===== config.mk =====
export PLATFORM = sky130hd
export DESIGN_NAME = uart_frame
export DESIGN_NICKNAME = d
export VERILOG_FILES = /design/src/rtl/uart_pkg.sv /design/src/rtl/uart_bit_timer.sv /design/src/rtl/uart_frame.sv
export SDC_FILE = /design/constraint.sdc
export NUM_CORES = 1
export LEC_CHECK = 0
export BUFFER_PORTS_ARGS = -buffer_cell sky130_fd_sc_hd__buf_2
export CORE_ASPECT_RATIO = 0.5
export CORE_UTILIZATION = 45
export DETAILED_ROUTE_END_ITERATION = 10
export PLACE_DENSITY = 0.66
export SYNTH_ARGS = -nofsm -noshare
export SYNTH_HDL_FRONTEND = slang
export SYNTH_SLANG_ARGS = --single-unit

===== constraint.sdc =====
create_clock -name clk -period 2.8 [get_ports clk]
set_input_delay 0.56 -clock clk [delete_from_list [all_inputs] [get_ports clk]]
set_output_delay 0.56 -clock clk [all_outputs]
set_load 0.1 [all_outputs]

===== src/rtl/uart_pkg.sv =====
// Shared types and helpers for the uart_frame transceiver and its bit timer.
package uart_pkg;

   typedef enum logic [2:0] {
      IDLE,
      START,
      DATA,
      PARITY,
      STOP
   } state_t;

   localparam int DIV_MIN = 4;

   // Parity bit that makes the data plus this bit even (odd = 0) or odd (odd = 1).
   function automatic logic parity(input logic [7:0] data, input logic odd);
      return (^data) ^ odd;
   endfunction

endpackage


===== src/rtl/uart_bit_timer.sv =====
// Loadable down-counter that paces one UART bit; expire is high while the count is 1.
module uart_bit_timer #(
   parameter int DIV_W = 16
) (
   input  logic             clk,
   input  logic             reset,
   input  logic             load,
   input  logic [DIV_W-1:0] load_val,
   output logic             expire
);

   logic [DIV_W-1:0] count;

   // NOTE: sequential state uses non-blocking assignments and a synchronous reset
   // checked first, so every register sees the same pre-edge values.
   always_ff @(posedge clk) begin
      if (reset) begin
         count <= '0;
      end else if (load) begin
         count <= load_val;
      end else if (count != '0) begin
         count <= count - DIV_W'(1);
      end
   end

   // A load in the expiry cycle wins, so back-to-back bits need no dead cycle.
   assign expire = (count == DIV_W'(1));

endmodule


===== src/rtl/uart_frame.sv =====
// Full-duplex UART with run-time baud divisor; define UART_PARITY_EN to add a parity bit.
module uart_frame
   import uart_pkg::*;
#(
   parameter int DATA_BITS  = 8,
   parameter int STOP_BITS  = 1,
   parameter int DIV_W      = 16,
   parameter int PARITY_ODD = 0
) (
   input  logic                 clk,
   input  logic                 reset,
   input  logic [DIV_W-1:0]     div,
   input  logic                 rx,
   output logic                 rx_valid,
   output logic [DATA_BITS-1:0] rx_data,
   output logic                 rx_perr,
   output logic                 rx_ferr,
   output logic                 tx,
   input  logic                 tx_valid,
   output logic                 tx_ready,
   input  logic [DATA_BITS-1:0] tx_data,
   output logic                 tx_done
);

`ifdef UART_PARITY_EN
   localparam logic PARITY_EN = 1'b1;
`else
   localparam logic PARITY_EN = 1'b0;
`endif

   localparam logic       ODD       = (PARITY_ODD != 0);
   localparam logic [3:0] LAST_DATA = 4'(DATA_BITS - 1);
   localparam logic [3:0] LAST_STOP = 4'(STOP_BITS - 1);

   // ---------------------------------------------------------------- RX
   logic                 rx_m, rx_s;
   state_t               rx_state, rx_state_d;
   logic [3:0]           rx_bit, rx_bit_d;
   logic [DATA_BITS-1:0] rx_shift, rx_shift_d;
   logic [DIV_W-1:0]     rx_div_q, rx_div_d;
   logic                 rx_pend, rx_pend_d;
   logic                 rx_valid_d, rx_perr_d, rx_ferr_d;
   logic [DATA_BITS-1:0] rx_data_d;
   logic                 rx_load, rx_exp;
   logic [DIV_W-1:0]     rx_load_val;

   // Synchroniser resets to the idle line level so reset never looks like a start bit.
   always_ff @(posedge clk) begin
      if (reset) begin
         rx_m <= 1'b1;
         rx_s <= 1'b1;
      end else begin
         rx_m <= rx;
         rx_s <= rx_m;
      end
   end

   uart_bit_timer #(.DIV_W(DIV_W)) u_rx_timer (
      .clk      (clk),
      .reset    (reset),
      .load     (rx_load),
      .load_val (rx_load_val),
      .expire   (rx_exp)
   );

   // NOTE: every always_comb output gets a default before the case, so no path
   // leaves a variable unassigned and no latch is inferred.
   always_comb begin
      rx_state_d  = rx_state;
      rx_bit_d    = rx_bit;
      rx_shift_d  = rx_shift;
      rx_div_d    = rx_div_q;
      rx_pend_d   = rx_pend;
      rx_valid_d  = 1'b0;
      rx_data_d   = rx_data;
      rx_perr_d   = rx_perr;
      rx_ferr_d   = rx_ferr;
      rx_load     = 1'b0;
      rx_load_val = rx_div_q;
      case (rx_state)
         IDLE: begin
            if (!rx_s) begin
               rx_div_d    = div;
               rx_load     = 1'b1;
               rx_load_val = div >> 1;
               rx_state_d  = START;
            end
         end
         START: begin
            if (rx_exp) begin
               if (rx_s) begin
                  rx_state_d = IDLE;
               end else begin
                  rx_load    = 1'b1;
                  rx_bit_d   = '0;
                  rx_pend_d  = 1'b0;
                  rx_state_d = DATA;
               end
            end
         end
         DATA: begin
            if (rx_exp) begin
               rx_shift_d = {rx_s, rx_shift[DATA_BITS-1:1]};
               rx_load    = 1'b1;
               if (rx_bit == LAST_DATA) begin
                  if (PARITY_EN) rx_state_d = PARITY;
                  else           rx_state_d = STOP;
               end else begin
                  rx_bit_d = rx_bit + 4'd1;
               end
            end
         end
         PARITY: begin
            if (rx_exp) begin
               rx_pend_d  = (parity(8'(rx_shift), 1'b0) ^ rx_s) != ODD;
               rx_load    = 1'b1;
               rx_state_d = STOP;
            end
         end
         STOP: begin
            // Leave on the mid-bit sample so a following start bit is caught early.
            if (rx_exp) begin
               rx_valid_d = 1'b1;
               rx_data_d  = rx_shift;
               rx_perr_d  = rx_pend;
               rx_ferr_d  = !rx_s;
               rx_state_d = IDLE;
            end
         end
         default: rx_state_d = IDLE;
      endcase
   end

   always_ff @(posedge clk) begin
      if (reset) begin
         rx_state <= IDLE;
         rx_bit   <= '0;
         rx_shift <= '0;
         rx_div_q <= '0;
         rx_pend  <= 1'b0;
         rx_valid <= 1'b0;
         rx_data  <= '0;
         rx_perr  <= 1'b0;
         rx_ferr  <= 1'b0;
      end else begin
         rx_state <= rx_state_d;
         rx_bit   <= rx_bit_d;
         rx_shift <= rx_shift_d;
         rx_div_q <= rx_div_d;
         rx_pend  <= rx_pend_d;
         rx_valid <= rx_valid_d;
         rx_data  <= rx_data_d;
         rx_perr  <= rx_perr_d;
         rx_ferr  <= rx_ferr_d;
      end
   end

   // ---------------------------------------------------------------- TX
   state_t               tx_state, tx_state_d;
   logic [3:0]           tx_bit, tx_bit_d;
   logic [DATA_BITS-1:0] tx_shift, tx_shift_d;
   logic [DIV_W-1:0]     tx_div_q, tx_div_d;
   logic                 tx_par, tx_par_d;
   logic                 tx_d, tx_done_d;
   logic                 tx_load, tx_exp;
   logic [DIV_W-1:0]     tx_load_val;

   assign tx_ready = (tx_state == IDLE);

   uart_bit_timer #(.DIV_W(DIV_W)) u_tx_timer (
      .clk      (clk),
      .reset    (reset),
      .load     (tx_load),
      .load_val (tx_load_val),
      .expire   (tx_exp)
   );

   always_comb begin
      tx_state_d  = tx_state;
      tx_bit_d    = tx_bit;
      tx_shift_d  = tx_shift;
      tx_div_d    = tx_div_q;
      tx_par_d    = tx_par;
      tx_d        = tx;
      tx_done_d   = 1'b0;
      tx_load     = 1'b0;
      tx_load_val = tx_div_q;
      case (tx_state)
         IDLE: begin
            tx_d = 1'b1;
            if (tx_valid) begin
               tx_shift_d  = tx_data;
               tx_div_d    = div;
               tx_par_d    = parity(8'(tx_data), ODD);
               tx_d        = 1'b0;
               tx_load     = 1'b1;
               tx_load_val = div;
               tx_state_d  = START;
            end
         end
         START: begin
            if (tx_exp) begin
               tx_d       = tx_shift[0];
               tx_shift_d = tx_shift >> 1;
               tx_bit_d   = '0;
               tx_load    = 1'b1;
               tx_state_d = DATA;
            end
         end
         DATA: begin
            if (tx_exp) begin
               tx_load = 1'b1;
               if (tx_bit == LAST_DATA) begin
                  tx_bit_d = '0;
                  if (PARITY_EN) begin
                     tx_d       = tx_par;
                     tx_state_d = PARITY;
                  end else begin
                     tx_d       = 1'b1;
                     tx_state_d = STOP;
                  end
               end else begin
                  tx_d       = tx_shift[0];
                  tx_shift_d = tx_shift >> 1;
                  tx_bit_d   = tx_bit + 4'd1;
               end
            end
         end
         PARITY: begin
            if (tx_exp) begin
               tx_d       = 1'b1;
               tx_load    = 1'b1;
               tx_state_d = STOP;
            end
         end
         STOP: begin
            if (tx_exp) begin
               if (tx_bit == LAST_STOP) begin
                  tx_done_d  = 1'b1;
                  tx_state_d = IDLE;
               end else begin
                  tx_bit_d = tx_bit + 4'd1;
                  tx_load  = 1'b1;
               end
            end
         end
         default: tx_state_d = IDLE;
      endcase
   end

   always_ff @(posedge clk) begin
      if (reset) begin
         tx_state <= IDLE;
         tx_bit   <= '0;
         tx_shift <= '0;
         tx_div_q <= '0;
         tx_par   <= 1'b0;
         tx       <= 1'b1;
         tx_done  <= 1'b0;
      end else begin
         tx_state <= tx_state_d;
         tx_bit   <= tx_bit_d;
         tx_shift <= tx_shift_d;
         tx_div_q <= tx_div_d;
         tx_par   <= tx_par_d;
         tx       <= tx_d;
         tx_done  <= tx_done_d;
      end
   end

   // Below DIV_MIN the half-bit start check collapses into the start edge itself.
   assert property (@(posedge clk) disable iff (reset)
                    (tx_valid && tx_ready) |-> (div >= DIV_W'(DIV_MIN)));

endmodule


==> reports/metrics.yaml <==
status:
  status: "finished, final reports clean"
finish:
  diodes: 0
  fin_cells: 816
  drive_gt1_frac: 0.140
  fin_nets: 701
  syn2layout_area_growth_pct: 12.8
  n_fill_cell: 1060
sta:
  drv_slew: 0
  finClkSkew_ns: 0.00827
  fin_crit_sh: 0.845
  slew_headroom: 0.459
  whs_ns: 0.389
  fin_setup_tns_ns: 0
  hold_violations: 0
  rsz0062_at_grt: "no"
  max_freq_mhz: 423
  tightest_slew_ns: 0.812
  finalSetupViolations: 0
  min_period_ns: 2.37
setup_path:
  required_ns: 3.07
  critPathArrivalTime_ns: 2.64
  cp-end-kind: "register"
  worst-setup-path-type: "reg2reg"
  reg2reg_from: "u_tx_timer.count[4]"
  crit_path_start: "u_tx_timer.count[4]"
  cp-start-kind: "register"
  rrSetupSlack_ns: 0.43
  critPathMaxFanout: 15
synthesis:
  synth_edf_count: 0
  syn_inst: 637
  synthFlopType: "dfxtp_1"
  synthesis.area_mm2: 0.00519
  synth_top_area_share: 0.424
  syn_avg_cell_area_um2: 8.16
  ys_seq_area_frac: 0.424
  ys_types: 53
  synthTopCellsByArea: "dfxtp_1 42%, nand2_1 8.2%, a21oi_1 6.5%"
  yosysMostFrequentCell: "nand2_1"
  yosys-top-cells-count: "114 x nand2_1, 110 x dfxtp_1, 67 x a21oi_1"
  async_flop_share: 0
  syn_nets: 672
  synth_seq_cells: 110
  synth_top_area_cell: "dfxtp_1"
  ys_warn_count: 0
route:
  drtPass1Iterations: 5
  drt_iter0_drc: 285
  drt_wl_total_mm: 11.5
  drc: 0
  vias_per_cell: 5.46
  vias: 4452
  final_antenna_net_count: 0
  wire_per_inst_um: 14.1
power_and_ir_drop:
  seq_power_share: 0.377
  sw_frac_of_total: 0.393
  fin_total_pwr_mw: 5.73
  power.internal_mw: 3.47
  p_leak_nw: 2.20
  switchingPower_mw: 2.25
  vdd_drop_max_uv: 366
  p_clk_frac: 0.214
  cellPowerDensity_mw_per_mm2: 977
  power_frac_comb: 0.410
clock_network:
  postCtsHoldBufs: 0
  cts_setup_buffers: 0
  clk_latency_ns: 0.35
  cts_tree: "yes"
  clock_path_buffers: 2
  clock_sinks: 110
  numCtsBuffers: 9
  cts_max_level: 3
  clockRootBuffer: "clkbuf_16"
  clkSlewWorstSetupHoldPaths_ns: 0.07
  cts-resized-gates: 0
die:
  rows: 27
  die_h_um: 78.0
  ios: 42
  chipWidth_um: 154
  core_mm2: 0.0111
  dieArea_mm2: 0.0120
  start_util: 0.467
global_routing:
  grt_first_pass_wirelength_mm: 19.3
  grt_usage: 0.199
  grt_max_degree: 78
  grt_pass1_vias: 3853
  antenna_found_initial: 0
  grt.overflow.total: 0
placed_design:
  gp_congestion: 0.830
  dp_hpwl_mm: 7.91
  portBuffers: 41
  dp.cells: 800
min_path:
  min_from: "rx"
  min_path_type: "in2reg"
flow_run:
  drv.max_cap_violation_count: 0
==> cell usage in the layout (no fill, tap or decap), types with 3 or more instances in the layout <==
master	n
nand3_1	30
a211oi_1	7
ha_1	7
a221oi_1	3
or4_1	7
clkbuf_16	9
nand4_1	7
or3b_2	3
clkinvlp_4	3
nand3b_1	3
buf_4	20
nor3b_1	6
nor2b_1	5
o31ai_1	15
inv_1	11
nor2_1	39
nor4_1	6
or3_1	5
or2_2	5
xor2_1	9
o211ai_1	5
nor4_2	3
dfxtp_1	110
clkinv_4	3
a31oi_1	8
a21oi_1	67
o21ai_0	22
xnor2_1	27
a21o_1	8
buf_2	41
nor3_1	16
nand2_1	114
mux2i_1	20
==> cell type report <==
| type | instances | area [um2] | share of cell area |
|---|---|---|---|
| well taps | 145 | 181 | 0.0310 |
| clock buffers | 9 | 225 | 0.0384 |
| multi-input cells | 473 | 2790 | 0.477 |
| flip-flops and latches | 110 | 2200 | 0.376 |
| clock inverters | 7 | 60.1 | 0.0103 |
| repair buffers | 61 | 355 | 0.0607 |
| inverters | 11 | 41.3 | 0.00705 |
==> registers in the layout, summed over array words and instances (netlist names), 3 cells and up <==
signal	flops
rx_div_q	16
tx_div_q	16
u_rx_timer.count	16
u_tx_timer.count	16
rx_data	8
rx_shift	8
tx_shift	8
rx_bit	4
tx_bit	4
rx_state	3
tx_state	3
==> power groups by stage <==
| stage | logic (mW) | registers, mW | clock network, mW |
|---|---|---|---|
| 2_1_floorplan | 1.80 | 2.15 | 0 |
| 4_1_cts | 2.34 | 2.15 | 1.25 |
| 3_5_place_dp | 2.33 | 2.18 | 0 |
| 3_3_place_gp | 2.31 | 2.17 | 0 |
| 5_1_grt | 2.63 | 2.21 | 1.31 |
| 6_report | 2.35 | 2.16 | 1.22 |
==> metrics by stage <==
step / utilization / cell area (um2) / worst slack, ns
6_report: 0.527 / 5860 / 0.434
5_1_grt: 0.527 / 5860 / 0.297
4_1_cts: 0.527 / 5860 / 0.441
3_5_place_dp: 0.501 / 5570 / 0.445
3_3_place_gp: 0.501 / 5570 / 0.511
2_1_floorplan: - / 5200 / 0.468
==> worst max-delay path, cell delays in order (launching register included) <==
cell	delay, ns
dfxtp_1	0.36
nor4_1	0.40
nand4_1	0.30
or4_1	0.84
a21o_1	0.27
a21oi_1	0.12
==> path summary, 6_finish.rpt <==
path / endpoint / cells past startpoint
max reg2reg: tx_shift[0] / 5
max: tx_shift[0] / 5
min: rx_m / 2
min reg2reg: rx_s / 1
==> metal layers <==
metal	track usage	part of all wire
met1	0.289	0.52
met2	0.302	0.43
met3	0.0419	0.035
met4	0.0420	0.0059
met5	0	0
==> kinds of logic after synthesis <==
kind of cell | synth area share
simple gates | 0.243
compound gates | 0.176
flops | 0.424
buf+inv | 0.0407
xor+xnor | 0.0607
mux | 0.0385
fa+ha+maj | 0.0169
Note: power is estimated with default switching activity, not from simulation.
